--- src/rtl/seq7_run_controller_if.sv ---
// Handshake/status bundle between the run controller and its surrounding logic.
//   start/periods : run request and number of full count periods to run
//   pause/abort   : level-sensitive hold and cancel requests
//   cnt/cnt_en    : current count and the step enable for a lock-step counter
//   wrap/busy/done/remaining : run status
// master = requester side, slave = controller side.
interface seq7_run_controller_if #(
  parameter int unsigned CW = 3,
  parameter int unsigned PW = 4
);
  logic          start;
  logic [PW-1:0] periods;
  logic          pause;
  logic          abort;
  logic [CW-1:0] cnt;
  logic          cnt_en;
  logic          wrap;
  logic          busy;
  logic          done;
  logic [PW-1:0] remaining;

  modport master (
    output start, periods, pause, abort,
    input  cnt, cnt_en, wrap, busy, done, remaining
  );

  modport slave (
    input  start, periods, pause, abort,
    output cnt, cnt_en, wrap, busy, done, remaining
  );
endinterface

--- src/rtl/seq7_run_controller.sv ---
// Run controller for a modulo-MOD counting datapath. Sequences the count
// through the requested number of full 0..MOD-1 periods, with pause and
// abort, and exports a count-enable for an external lock-step counter.
//   Cp  : clock, rising edge
//   R   : asynchronous reset, active low
//   bus : seq7_run_controller_if slave modport (requests in, status out)
module seq7_run_controller #(
  parameter int unsigned MOD = 7,
  parameter int unsigned CW  = 3,
  parameter int unsigned PW  = 4
) (
  input  logic                 Cp,
  input  logic                 R,
  seq7_run_controller_if.slave bus
);

  typedef enum logic [1:0] {
    IDLE,
    RUN,
    PAUSE,
    DONE
  } state_t;

  localparam logic [CW-1:0] CNT_MAX = CW'(MOD - 1);
  localparam logic [PW-1:0] REM_ONE = PW'(1);

  state_t        state_q, state_d;
  logic [CW-1:0] cnt_q, cnt_d;
  logic [PW-1:0] rem_q, rem_d;
  logic          busy_q, busy_d;
  logic          wrap_q, wrap_d;
  logic          done_q, done_d;
  logic          step;

  // Count advances on the next edge only from RUN with no hold or cancel.
  assign step = (state_q == RUN) & ~bus.pause & ~bus.abort;

  always_ff @(posedge Cp or negedge R) begin
    if (!R) begin
      state_q <= IDLE;
      cnt_q   <= '0;
      rem_q   <= '0;
      busy_q  <= 1'b0;
      wrap_q  <= 1'b0;
      done_q  <= 1'b0;
    end else begin
      state_q <= state_d;
      cnt_q   <= cnt_d;
      rem_q   <= rem_d;
      busy_q  <= busy_d;
      wrap_q  <= wrap_d;
      done_q  <= done_d;
    end
  end

  always_comb begin
    state_d = state_q;
    cnt_d   = cnt_q;
    rem_d   = rem_q;
    busy_d  = busy_q;
    wrap_d  = 1'b0;
    done_d  = 1'b0;

    unique case (state_q)
      IDLE: begin
        if (bus.start) begin
          cnt_d = '0;
          if (bus.periods != '0) begin
            state_d = RUN;
            rem_d   = bus.periods;
            busy_d  = 1'b1;
          end else begin
            state_d = DONE;
            done_d  = 1'b1;
          end
        end
      end

      RUN, PAUSE: begin
        if (bus.abort) begin
          state_d = IDLE;
          cnt_d   = '0;
          rem_d   = '0;
          busy_d  = 1'b0;
        end else if (bus.pause) begin
          state_d = PAUSE;
        end else if (state_q == PAUSE) begin
          // Leaving PAUSE costs one edge; counting restarts on the next one.
          state_d = RUN;
        end else if (cnt_q == CNT_MAX) begin
          cnt_d  = '0;
          wrap_d = 1'b1;
          if (rem_q == REM_ONE) begin
            state_d = DONE;
            rem_d   = '0;
            busy_d  = 1'b0;
            done_d  = 1'b1;
          end else begin
            rem_d = rem_q - REM_ONE;
          end
        end else begin
          cnt_d = cnt_q + CW'(1);
        end
      end

      DONE: begin
        state_d = IDLE;
      end

      default: begin
        state_d = IDLE;
      end
    endcase
  end

  assign bus.cnt       = cnt_q;
  assign bus.cnt_en    = step;
  assign bus.wrap      = wrap_q;
  assign bus.busy      = busy_q;
  assign bus.done      = done_q;
  assign bus.remaining = rem_q;

endmodule
--- src/flat_wrapper.sv ---
// flat-port wrapper written by rule: the top's interface ports become plain ports
module seq7_run_controller_flat 
#(
  parameter int unsigned MOD = 7,
  parameter int unsigned CW  = 3,
  parameter int unsigned PW  = 4
)
  (Cp, R, bus_start, bus_periods, bus_pause, bus_abort, bus_cnt, bus_cnt_en, bus_wrap, bus_busy, bus_done, bus_remaining);
  seq7_run_controller_if #(.CW(CW), .PW(PW)) bus_i ();
  input  logic Cp;
  input  logic R;
  input wire logic [$bits(bus_i.start)-1:0] bus_start;
  input wire logic [$bits(bus_i.periods)-1:0] bus_periods;
  input wire logic [$bits(bus_i.pause)-1:0] bus_pause;
  input wire logic [$bits(bus_i.abort)-1:0] bus_abort;
  output wire logic [$bits(bus_i.cnt)-1:0] bus_cnt;
  output wire logic [$bits(bus_i.cnt_en)-1:0] bus_cnt_en;
  output wire logic [$bits(bus_i.wrap)-1:0] bus_wrap;
  output wire logic [$bits(bus_i.busy)-1:0] bus_busy;
  output wire logic [$bits(bus_i.done)-1:0] bus_done;
  output wire logic [$bits(bus_i.remaining)-1:0] bus_remaining;
  assign bus_i.start = bus_start;
  assign bus_i.periods = bus_periods;
  assign bus_i.pause = bus_pause;
  assign bus_i.abort = bus_abort;
  assign bus_cnt = bus_i.cnt;
  assign bus_cnt_en = bus_i.cnt_en;
  assign bus_wrap = bus_i.wrap;
  assign bus_busy = bus_i.busy;
  assign bus_done = bus_i.done;
  assign bus_remaining = bus_i.remaining;
  seq7_run_controller #(.MOD(MOD), .CW(CW), .PW(PW)) u_core (.Cp(Cp), .R(R), .bus(bus_i));
endmodule
--- config.mk ---
export PLATFORM = sky130hd
export DESIGN_NAME = seq7_run_controller_flat
export DESIGN_NICKNAME = d
export VERILOG_FILES = /design/src/rtl/seq7_run_controller_if.sv /design/src/rtl/seq7_run_controller.sv /design/src/flat_wrapper.sv
export SDC_FILE = /design/constraint.sdc
export NUM_CORES = 1
export LEC_CHECK = 0
export BUFFER_PORTS_ARGS = -buffer_cell sky130_fd_sc_hd__clkbuf_2
export CAP_MARGIN = 20
export CORE_UTILIZATION = 39
export CTS_CLUSTER_DIAMETER = 120
export DETAILED_ROUTE_END_ITERATION = 16
export GPL_ROUTABILITY_DRIVEN = 0
export PLACE_DENSITY_LB_ADDON = 0.12
export SLEW_MARGIN = 5
export SYNTH_ARGS = -nofsm -noshare
export SYNTH_HDL_FRONTEND = slang
export SYNTH_SLANG_ARGS = --single-unit
--- constraint.sdc ---
create_clock -name Cp -period 2.74 [get_ports Cp]
set_clock_uncertainty 0.05 [all_clocks]
set_input_delay 0.548 -clock Cp [delete_from_list [all_inputs] [get_ports Cp]]
set_output_delay 0.548 -clock Cp [all_outputs]
set_load 0.01 [all_outputs]
==> key figures, run 1 <==
STA
  – Tightest Pin Transition: 483 ps
  – Setup ws final: 704 ps
  – RSZ-0062 raised after global routing: no
  – Max-slew violation count: 0
  – Final critical-path required period: 2040 ps
  – Max Clock Freq: 0.491 GHz
  – Post-route setup TNS: 0 ps
  – Final hold violation count: 0
  – Period utilization: 74.3%
  – Max_slew headroom: 67.7%
  – Final setup violation count: 0

Pwr
  – PwrDens: 1120 nW/µm²
  – Max VDD drop: 0.544 mV
  – Lkg Pwr: 0.455 nW

Worst setup path
  – Maximum fanout along the worst path: 10
  – Crit start category: register
  – Worst path cell trace: inv_1 > ha_1 > nand2b_1 > a21oi_1 > a2111oi_0 > a21oi_1
  – Critical Path RT: 2840 ps
  – FF-to-FF setup slack: 700 ps
  – Worst path slowest cell: a2111oi_0
  – Critical path type: register to register
  – Arrival time worst endpoint: 2130 ps
  – FF-to-FF path depth: 6
  – CP Capture Type: register
  – Worst path max stage delay: 420 ps
  – CP most frequent cell: a21oi_1

Layout
  – Area Overhead vs Synth: 19.8%
  – FF/Latch Area: 300 µm²
  – N_diodes: 0
  – Area of the multi-input gates: 472 µm²
  – NumNets Final: 123
  – Fill cells: 206
  – Layout cell share with drive strength beyond 1: 27.4%
  – Core Util, Final: 49.3%

Synthesis
  – Synth area leader: dfrtp_1
  – Post-synth ARST share: 100%
  – Cells after synthesis: 84
  – Post-Synth Adder-Cell Area: 10.9%
  – Synthesized area: 807 µm²
  – Xor/xnor cell area share of the yosys netlist: 0%
  – Yosys reg bits: 12
  – Largest family of logic cells by synthesized area: simple AND/OR/NAND/NOR gates
  – Register area share after synthesis: 37.2%
  – Synth area leaders: dfrtp_1 (37%), ha_1 (11%), nor4_4 (5.3%)
  – Post-synth top cells: dfrtp_1 (12), ha_1 (7), inv_1 (7)
  – Mux cell area share after synthesis: 3.72%
  – Average size of a mapped cell: 9.61 µm²
  – Most common cell in the synthesized netlist: dfrtp_1
  – Number of flops mapped to enable cells by yosys: 0
  – Post-synth top flop: dfrtp_1
  – Synth top area share: 37.2%
  – Synth Area in Compound Gates: 20.5%
  – Synth Area in Simple Gates: 23.4%
  – YS warnings: 0
  – Syn Nets: 100
  – Yosys cell types: 31

Die
  – Initial Utilization: 41.1%
  – Die area: 2260 µm²
  – Core box area: 1960 µm²
  – Die X: 47.5 µm
  – DIE HEIGHT: 47.5 µm
  – Io pins: 20
  – Row cnt: 16

CTS
  – Post-CTS setup buffers: 0
  – Post-cts gate resize count: 0
  – Clock latency on the worst-skew pair: 280 ps
  – CTS sink count: 12
  – Max clock buf depth: 2
  – CTS tree: built
  – TritonCTS Buffers: 3
  – Hold_buf cts: 0
  – Htree depth: 1
  – Clk slew on worst S/H paths: 80 ps
  – Root buffer cell: clkbuf_4

Routing
  – Via density: 5.26
  – Drt pass-1 iters: 4
  – Routed vias: 700
  – Routed Wire Length: 1.68 mm
  – Routed WL per cell: 12.6 µm
  – Drc violations: 0
  – ANT nets after route: 0
  – Initial DRC count: 14

Hold path
  – Hold Path Class: input pin to asynchronous set/reset pin

Global routing
  – Gr usage total: 16.8%
  – Initial antenna violation count: 0
  – First-pass GRT wire length: 2.57 mm
  – Largest net degree at the start of global routing: 13
  – Vias in the first global route: 563
  – Grt ovf: 0

Run status
  – Status: finished clean

Placed design
  – Setup WS pre-CTS: 724 ps
  – Port Buffers: 19
  – DP HPWL: 1.30 mm

Flow run
  – Max-cap check violation count: 0
[layout make-up]
| type | instances | area share [%] |
|---|---|---|
| tap | 27 | 3.49 |
| timing repair buffer | 19 | 9.83 |
| clock buffer | 4 | 3.75 |
| sequential | 12 | 31.0 |
| inverter | 8 | 3.10 |
| multi-input combinational | 63 | 48.8 |
[power by group]
| group | leakage (nW) | internal [W] | switching, W |
|---|---|---|---|
| Sequential | 0.157 | 0.000239 | 0.0000637 |
| Combinational | 0.277 | 0.000272 | 0.000365 |
| Clock | 0.0210 | 0.0000808 | 0.0000662 |
[worst paths after layout]
path / start / end
hold / removal: R / u_core.bus.cnt[1]
setup reg to reg: u_core.state_q[0] / u_core.bus.remaining[0]
hold reg to reg: u_core.bus.busy / u_core.bus.busy
max in group asynchronous: R / u_core.bus.remaining[0]
setup / recovery: u_core.state_q[0] / u_core.bus.remaining[0]
min in group Cp: u_core.bus.busy / u_core.bus.busy
[routing by layer]
| metal | vias up | global-route usage, % | wire, µm |
|---|---|---|---|
| met5 | - | 0 | 0 |
| met3 | 5 | 3.40 | 46 |
| met2 | 15 | 20.8 | 741 |
| met4 | 0 | 8.57 | 36 |
| met1 | 328 | 26.5 | 851 |
| li1 | 352 | - | - |
[worst max-delay path: cells and delay by family, from the launching register on]
| family | cells | cell delay [ps] |
|---|---|---|
| buffers and inverters | 1 | 90 |
| adders and majority gates | 1 | 380 |
| DFF | 1 | 400 |
| and+or+nand+nor | 1 | 360 |
| AOI/OAI and AO/OA | 3 | 630 |
[sequential cells by signal, summed over array words and instances (netlist names)]
name	flops
u_core.bus.busy	1
u_core.bus.remaining	4
u_core.bus.cnt	3
u_core.bus.wrap	1
u_core.bus.done	1
u_core.state_q	2
[through the flow]
stage / hold WS, ps / instances / power, W / area (µm²)
floorplan: 202 / 84 / 0.000785 / 807
global placement: 408 / 129 / 0.000943 / 931
detailed placement: 403 / 129 / 0.000941 / 931
CTS: 97.3 / 133 / 0.00109 / 967
global route: 110 / 133 / 0.00119 / 967
finish: 87.4 / 133 / 0.00109 / 967
[cells in the final DEF (no fill, tap or decap), types with 2 or more instances in the layout]
master    count
a21oi_1       6
a31oi_1       4
clkbuf_2     19
clkbuf_4      3
dfrtp_1      12
ha_1          7
inv_1         7
mux2i_1       3
nand2_1       4
nand3_1       3
nor2_1        4
nor2b_1       4
nor3_1        4
nor4_4        2
o21ai_0       3
o21ai_1       3
o31ai_1       2
[cells by family (layout without fill, tap and decap cells)]
logic type / after synthesis / in the layout
fa+ha+maj: 7 / 7
compound gates: 25 / 25
buf+inv: 9 / 31
mux: 3 / 3
flops: 12 / 12
simple gates: 28 / 28
Power figures use the tool's default switching activity.
==> run 2, diff against run 1 <==
--- a/config.mk
+++ b/config.mk
@@ -5,6 +5,7 @@
 export SDC_FILE = /design/constraint.sdc
 export NUM_CORES = 1
 export LEC_CHECK = 0
+export ABC_AREA = 1
 export BUFFER_PORTS_ARGS = -buffer_cell sky130_fd_sc_hd__clkbuf_2
 export CAP_MARGIN = 20
 export CORE_UTILIZATION = 39
==> constraint.sdc (replaced) <==
create_clock -name Cp -period 1.9 [get_ports Cp]
set_clock_uncertainty 0.05 [all_clocks]
set_input_delay 0.38 -clock Cp [delete_from_list [all_inputs] [get_ports Cp]]
set_output_delay 0.38 -clock Cp [all_outputs]
set_load 0.01 [all_outputs]
==> key figures, run 2 <==
Die
  – Die X: 48.8 µm (+2.7%)
  – Core box area: 2000 µm² (+2.0%)
  – Initial Utilization: 42.6% (+1.5 points)
  – Row cnt: 16 (unchanged)
  – Io pins: 20 (unchanged)
  – Die area: 2380 µm² (+5.5%)
  – DIE HEIGHT: 48.8 µm (+2.7%)

Routing
  – Drt pass-1 iters: 4 (unchanged)
  – Via density: 4.77 (-9.5%)
  – Routed WL per cell: 10.5 µm (-17%)
  – ANT nets after route: 0 (unchanged)
  – Initial DRC count: 25 (+11)
  – Routed Wire Length: 1.83 mm (+9.4%)
  – Drc violations: 0 (unchanged)
  – Routed vias: 834 (+19%)

Run status
  – Status: finished clean

Worst setup path
  – Critical R2R Launch: u_core.state_q[0]
  – Critical Path RT: 2020 ps (-820 ps)
  – FF-to-FF path depth: 10 (+4)
  – CP Capture Type: register
  – Maximum fanout along the worst path: 7 (-3)
  – FF-to-FF setup slack: 240 ps (-460 ps)
  – Crit start category: register
  – Arrival time worst endpoint: 1780 ps (-350 ps)
  – RR Endpoint: u_core.bus.busy
  – CP Launch Point: u_core.state_q[0]
  – Critical path type: register to register

STA
  – Final hold violation count: 0 (unchanged)
  – Max_slew headroom: 77.8% (+10 points)
  – RSZ-0062 raised after global routing: no
  – Post-route setup TNS: 0 ps (unchanged)
  – Tightest Pin Transition: 334 ps (-150 ps)
  – Max-slew violation count: 0 (unchanged)
  – Max Clock Freq: 0.603 GHz (+23%)
  – Setup ws final: 242 ps (-461 ps)
  – Final Hold Slack: 291 ps (+204 ps)
  – Final setup violation count: 0 (unchanged)
  – Period utilization: 87.2% (+13 points)
  – Final critical-path required period: 1660 ps (-379 ps)

Layout
  – Fill cells: 216 (+4.9%)
  – Most common cell after layout, fill and taps aside: nand2_1
  – Area Overhead vs Synth: 20.5%
  – Largest register FFs: 4 (unchanged)
  – Commonest non-fill, non-tap cells in the layout: nand2_1 (45), clkbuf_2 (19), inv_1 (14), dfrtp_1 (12)
  – NumNets Final: 165 (+34%)
  – N_diodes: 0 (unchanged)
  – Layout cell share with drive strength beyond 1: 22.3% (-5.1 points)
  – Fin cells: 175 (+32%)

Synthesis
  – Synth area leader: dfrtp_1
  – Synth top area share: 35.2% (-2.0 points)
  – Cells after synthesis: 124 (+48%)
  – Average size of a mapped cell: 6.88 µm² (-28%)
  – Yosys cell types: 20 (-35%)
  – Post-synth top flop: dfrtp_1
  – YS warnings: 0 (unchanged)
  – Post-synth ARST share: 100% (unchanged)
  – Most common cell in the synthesized netlist: nand2_1
  – Number of flops mapped to enable cells by yosys: 0 (unchanged)
  – Yosys reg bits: 12 (unchanged)
  – Synthesized area: 853 µm² (+5.7%)
  – Post-synth top cells: nand2_1 (45), inv_1 (14), dfrtp_1 (12)
  – Register area share after synthesis: 35.2% (-2.0 points)
  – Syn Nets: 140 (+40%)
  – Synth area leaders: dfrtp_1 (35%), nand2_1 (20%), ha_1 (10%)

Placed design
  – Setup WS pre-CTS: 267 ps (-458 ps)
  – DP HPWL: 1.46 mm (+13%)
  – Port Buffers: 19 (unchanged)
  – Placed insts: 170 (+32%)

Pwr
  – PwrDens: 1510 nW/µm² (+34%)
  – Sw Ratio: 49.5% (+3.9 points)
  – Switching pwr: 0.000766 W (+55%)
  – Max VDD drop: 0.620 mV (+14%)
  – Internal power: 0.000783 W (+32%)
  – Share of power burned in registers: 27.6% (-0.2 points)
  – Clock share of power: 13.5% (about the same)
  – Lkg Pwr: 0.584 nW (+28%)
  – Comb power frac: 58.9% (+0.3 points)

CTS
  – Post-CTS setup buffers: 0 (unchanged)
  – Max clock buf depth: 2 (unchanged)
  – TritonCTS Buffers: 3 (unchanged)
  – Clk slew on worst S/H paths: 80 ps (about the same)
  – CTS sink count: 12 (unchanged)
  – Post-cts gate resize count: 0 (unchanged)
  – Clock latency on the worst-skew pair: 280 ps (about the same)
  – Root buffer cell: clkbuf_4
  – CTS tree: built
  – Htree depth: 1 (unchanged)

Global routing
  – Largest net degree at the start of global routing: 13 (unchanged)
  – Grt ovf: 0 (unchanged)
  – Initial antenna violation count: 0 (unchanged)
  – Vias in the first global route: 725 (+29%)
  – First-pass GRT wire length: 3.06 mm (+19%)
  – Gr usage total: 16.9% (+0.13 points)

Flow run
  – Max-cap check violation count: 0 (unchanged)

Hold path
  – Worst hold path depth: 2
  – Hold Path Class: input pin to register
  – Hold Startpoint: bus_pause
  – Worst Hold End: u_core.bus.wrap
==> run 2: routing by layer <==
metal  track usage (%)  part of all wire [%]
met3              2.80                   3.1
met4              7.35                   1.9
met5                 0                     0
met2              26.4                    43
met1              23.0                    52
==> run 2: metrics by stage <==
| step | power (W) | utilization (%) | instance area [µm²] |
|---|---|---|---|
| final | 0.00155 | 51.4 | 1030 |
| after global routing | 0.00171 | 51.4 | 1030 |
| after CTS | 0.00155 | 51.4 | 1030 |
| after detailed placement | 0.00133 | 49.1 | 982 |
| after global placement | 0.00133 | 49.1 | 982 |
| after floorplan | 0.00111 | - | 853 |
==> run 2: worst max-delay path by stage <==
stage | endpoint | slack, ps | depth (start not counted)
floorplan | u_core.bus.remaining[2] | 390 | 8
global placement | u_core.bus.remaining[3] | 290 | 8
detailed placement | u_core.bus.remaining[3] | 270 | 8
CTS | bus_cnt_en | 240 | 5
global route | u_core.bus.busy | 110 | 10
finish | u_core.bus.busy | 240 | 10
==> run 2: power groups by stage <==
stage	logic [W]	registers, W	clock network, W
floorplan	0.000661	0.000447	0
global placement	0.000899	0.000428	0
detailed placement	0.000902	0.000433	0
CTS	0.000909	0.000428	0.000214
global route	0.00104	0.000447	0.000227
finish	0.000912	0.000427	0.000209
==> run 2: cell families (layout without fill, tap and decap cells) <==
logic type / Yosys count / after routing / synth area share (%)
AOI/OAI and AO/OA: 11 / 11 / 7.18
xor gates and xnor gates: 1 / 1 / 1.03
adders and majority gates: 7 / 7 / 10.3
buffers and inverters: 18 / 42 / 7.92
DFF: 12 / 12 / 35.2
and+or+nand+nor: 75 / 75 / 38.4
==> run 2: what timing repair did <==
action                     CTS  global route
hold buffers                 1             0
hold endpoints to repair    12             0
setup endpoints to repair    0             0
==> run 2: final cells by class <==
type                       instances  area (µm²)  share of cell area (%)
inverter                          18        67.6                    6.57
tap                               27        33.8                    3.28
clock buffer                       4        36.3                    3.53
multi-input combinational         94         485                    47.2
sequential                        12         300                    29.2
timing repair buffer              20         105                    10.2
==> run 2: worst max-delay path, stage by stage (launching register included) <==
cell and delay, ps:
dfrtp_1 390, inv_1 100, ha_1 350, inv_2 130, nor2_4 70, nand2_1 80, nand2_2 60, nor2_1 150
nand2_1 70, nand2_1 50, nand2_1 50
==> run 3, diff against run 2 <==
--- a/config.mk
+++ b/config.mk
@@ -5,7 +5,6 @@
 export SDC_FILE = /design/constraint.sdc
 export NUM_CORES = 1
 export LEC_CHECK = 0
-export ABC_AREA = 1
 export BUFFER_PORTS_ARGS = -buffer_cell sky130_fd_sc_hd__clkbuf_2
 export CAP_MARGIN = 20
 export CORE_UTILIZATION = 39
@@ -13,6 +12,7 @@
 export DETAILED_ROUTE_END_ITERATION = 16
 export GPL_ROUTABILITY_DRIVEN = 0
 export PLACE_DENSITY_LB_ADDON = 0.12
+export REMOVE_ABC_BUFFERS = 1
 export SLEW_MARGIN = 5
 export SYNTH_ARGS = -nofsm -noshare
 export SYNTH_HDL_FRONTEND = slang
==> key figures, run 3 (synthesis results as in run 1) <==
Global routing
  – Gr usage total: 18.8% (+1.9 points)
  – First-pass GRT wire length: 2.90 mm (-5.0%)
  – Largest net degree at the start of global routing: 13 (unchanged)
  – Grt ovf: 0 (unchanged)
  – Initial antenna violation count: 0 (unchanged)
  – Vias in the first global route: 644 (-11%)

Layout
  – Layout cell share with drive strength beyond 1: 34.5% (+12 points)
  – Area Overhead vs Synth: 28.5%
  – Largest register FFs: 4 (unchanged)
  – N_diodes: 0 (unchanged)
  – Core Util, Final: 52.9% (+1.5 points)
  – Fill cells: 207 (-4.2%)
  – Most common cell after layout, fill and taps aside: clkbuf_2
  – NumNets Final: 130 (-21%)
  – Commonest non-fill, non-tap cells in the layout: clkbuf_2 (19), dfrtp_1 (12), inv_1 (7)
  – Area of the multi-input gates: 487 µm² (+0.26%)
  – FF/Latch Area: 300 µm² (unchanged)

Worst setup path
  – Arrival time worst endpoint: 1920 ps (+140 ps)
  – Worst path slowest cell: dfrtp_1
  – Critical R2R Launch: u_core.state_q[0]
  – CP endpoint: u_core.bus.remaining[1]
  – CP Launch Point: u_core.state_q[0]
  – Levels on crit path: 6 (-4)
  – RR Endpoint: u_core.bus.remaining[1]
  – FF-to-FF path depth: 6 (-4)
  – Crit path max-delay family: flip-flops
  – FF-to-FF setup slack: 90 ps (-160 ps)
  – Critical Path RT: 2010 ps (about the same)
  – Critical path type: register to register
  – Crit start category: register
  – Worst path cell trace: inv_1 > ha_2 > inv_2 > o22a_1 > or2_4 > mux2i_1
  – Worst path max stage delay: 400 ps (about the same)
  – Maximum fanout along the worst path: 5 (-2)
  – CP Capture Type: register
  – Crit path buf inv count: 2 (unchanged)

Routing
  – ANT nets after route: 0 (unchanged)
  – Drt pass-1 iters: 5 (+1)
  – Via density: 5.19 (+8.8%)
  – Routed WL per cell: 13.2 µm (+26%)
  – Routed Wire Length: 1.84 mm (+0.60%)
  – Initial DRC count: 10 (-60%)
  – Drc violations: 0 (unchanged)
  – Routed vias: 726 (-13%)

STA
  – RSZ-0062 raised after global routing: yes
  – Final critical-path required period: 1810 ps (+156 ps)
  – Max-slew violation count: 0 (unchanged)
  – Final setup violation count: 0 (unchanged)
  – Max_slew headroom: 75.9% (-1.9 points)
  – Max Clock Freq: 0.551 GHz (-8.6%)
  – Period utilization: 95.4% (+8.2 points)
  – Final hold violation count: 0 (unchanged)
  – Tightest Pin Transition: 360 ps (+26.7 ps)

Pwr
  – Lkg Pwr: 0.489 nW (-16%)
  – PwrDens: 1680 nW/µm² (+12%)
  – Max VDD drop: 0.833 mV (+34%)
  – Overall Power: 0.00174 W (+13%)

CTS
  – CTS tree: built
  – TritonCTS Buffers: 3 (unchanged)
  – Root buffer cell: clkbuf_4
  – Max clock buf depth: 2 (unchanged)
  – CTS sink count: 12 (unchanged)
  – Htree depth: 1 (unchanged)
  – Clock latency on the worst-skew pair: 280 ps (about the same)
  – Clk slew on worst S/H paths: 80 ps (about the same)

Die
  – Die X: 47.5 µm (-2.6%)
  – Row cnt: 16 (unchanged)
  – Core box area: 1960 µm² (-2.0%)
  – Initial Utilization: 41.1% (-1.5 points)
  – Io pins: 20 (unchanged)
  – Die area: 2260 µm² (-5.2%)
  – DIE HEIGHT: 47.5 µm (-2.6%)

Flow run
  – Max-cap check violation count: 0 (unchanged)

Run status
  – Status: finished clean

Placed design
  – Port Buffers: 19 (unchanged)
  – DP HPWL: 1.44 mm (-1.3%)

Hold path
  – Worst hold path depth: 3 (+1)
  – Hold Path Class: input pin to register
-- run 3: changes by cell type in the layout (fill, tap and decap cells not counted), moves of 3 or more --
cell     change
a21oi_1      +4
nand2_2      -3
inv_1        -7
a31oi_1      +4
nor3_1       +3
buf_4        +6
nor2b_1      +3
mux2i_1      +3
nand3_1      -7
nand2_1     -41
nor2_1       -6
-- run 3: worst min path at each step --
stage               slack, ps                 to       from
floorplan                  30    u_core.bus.busy          R
global route              350    u_core.bus.busy  bus_start
detailed placement        240  u_core.bus.cnt[1]          R
finish                    330    u_core.bus.busy  bus_start
CTS                       320    u_core.bus.busy  bus_start
global placement          240  u_core.bus.cnt[2]          R
-- run 3: where the power goes --
| group | switching, W | internal (W) |
|---|---|---|
| Sequential | 0.0000923 | 0.000344 |
| Clock | 0.0000900 | 0.000117 |
| Combinational | 0.000583 | 0.000517 |
| Total | 0.000765 | 0.000978 |
-- run 3: layout make-up --
cell class                      instances  share of cell area, %
Sequential cell                        12                   29.0
Timing Repair Buffer                   26                   14.5
Multi-Input combinational cell         63                   46.9
Clock buffer                            4                   3.50
Tap cell                               27                   3.26
Inverter                                8                   2.90
-- run 3: timing repair --
item	CTS	global route
hold buffers	1	0
endpoints found under the hold margin	12	0
buffers inserted	0	1
setup endpoints to repair	0	3
resized for setup	0	5
-- run 3: worst reg2reg max path, stage by stage (launching register included) --
cell,delay [ps]
dfrtp_1,400
inv_1,100
ha_2,380
inv_2,70
o22a_1,270
or2_4,300
mux2i_1,130
-- run 3: per-stage QoR --
| stage | setup slack, ps | TNS (ps) | hold slack (ps) | instance area, µm² | instances |
|---|---|---|---|---|---|
| 4_1_cts | 29.1 | 0 | 317 | 1010 | 139 |
| 6_report | 86.6 | 0 | 332 | 1040 | 140 |
| 3_3_place_gp | 108 | 0 | 240 | 968 | 134 |
| 5_1_grt | -1.71 | -1.71 | 346 | 1040 | 140 |
| 2_1_floorplan | 137 | 0 | 34.4 | 802 | 83 |
| 3_5_place_dp | 56.4 | 0 | 239 | 968 | 134 |
-- run 3: routing by layer --
metal | part of all wire (%) | GRT usage [%]
met1 | 51 | 26.5
met2 | 43 | 27.7
met3 | 5.0 | 5.66
met4 | 0.65 | 5.14
met5 | 0 | 0
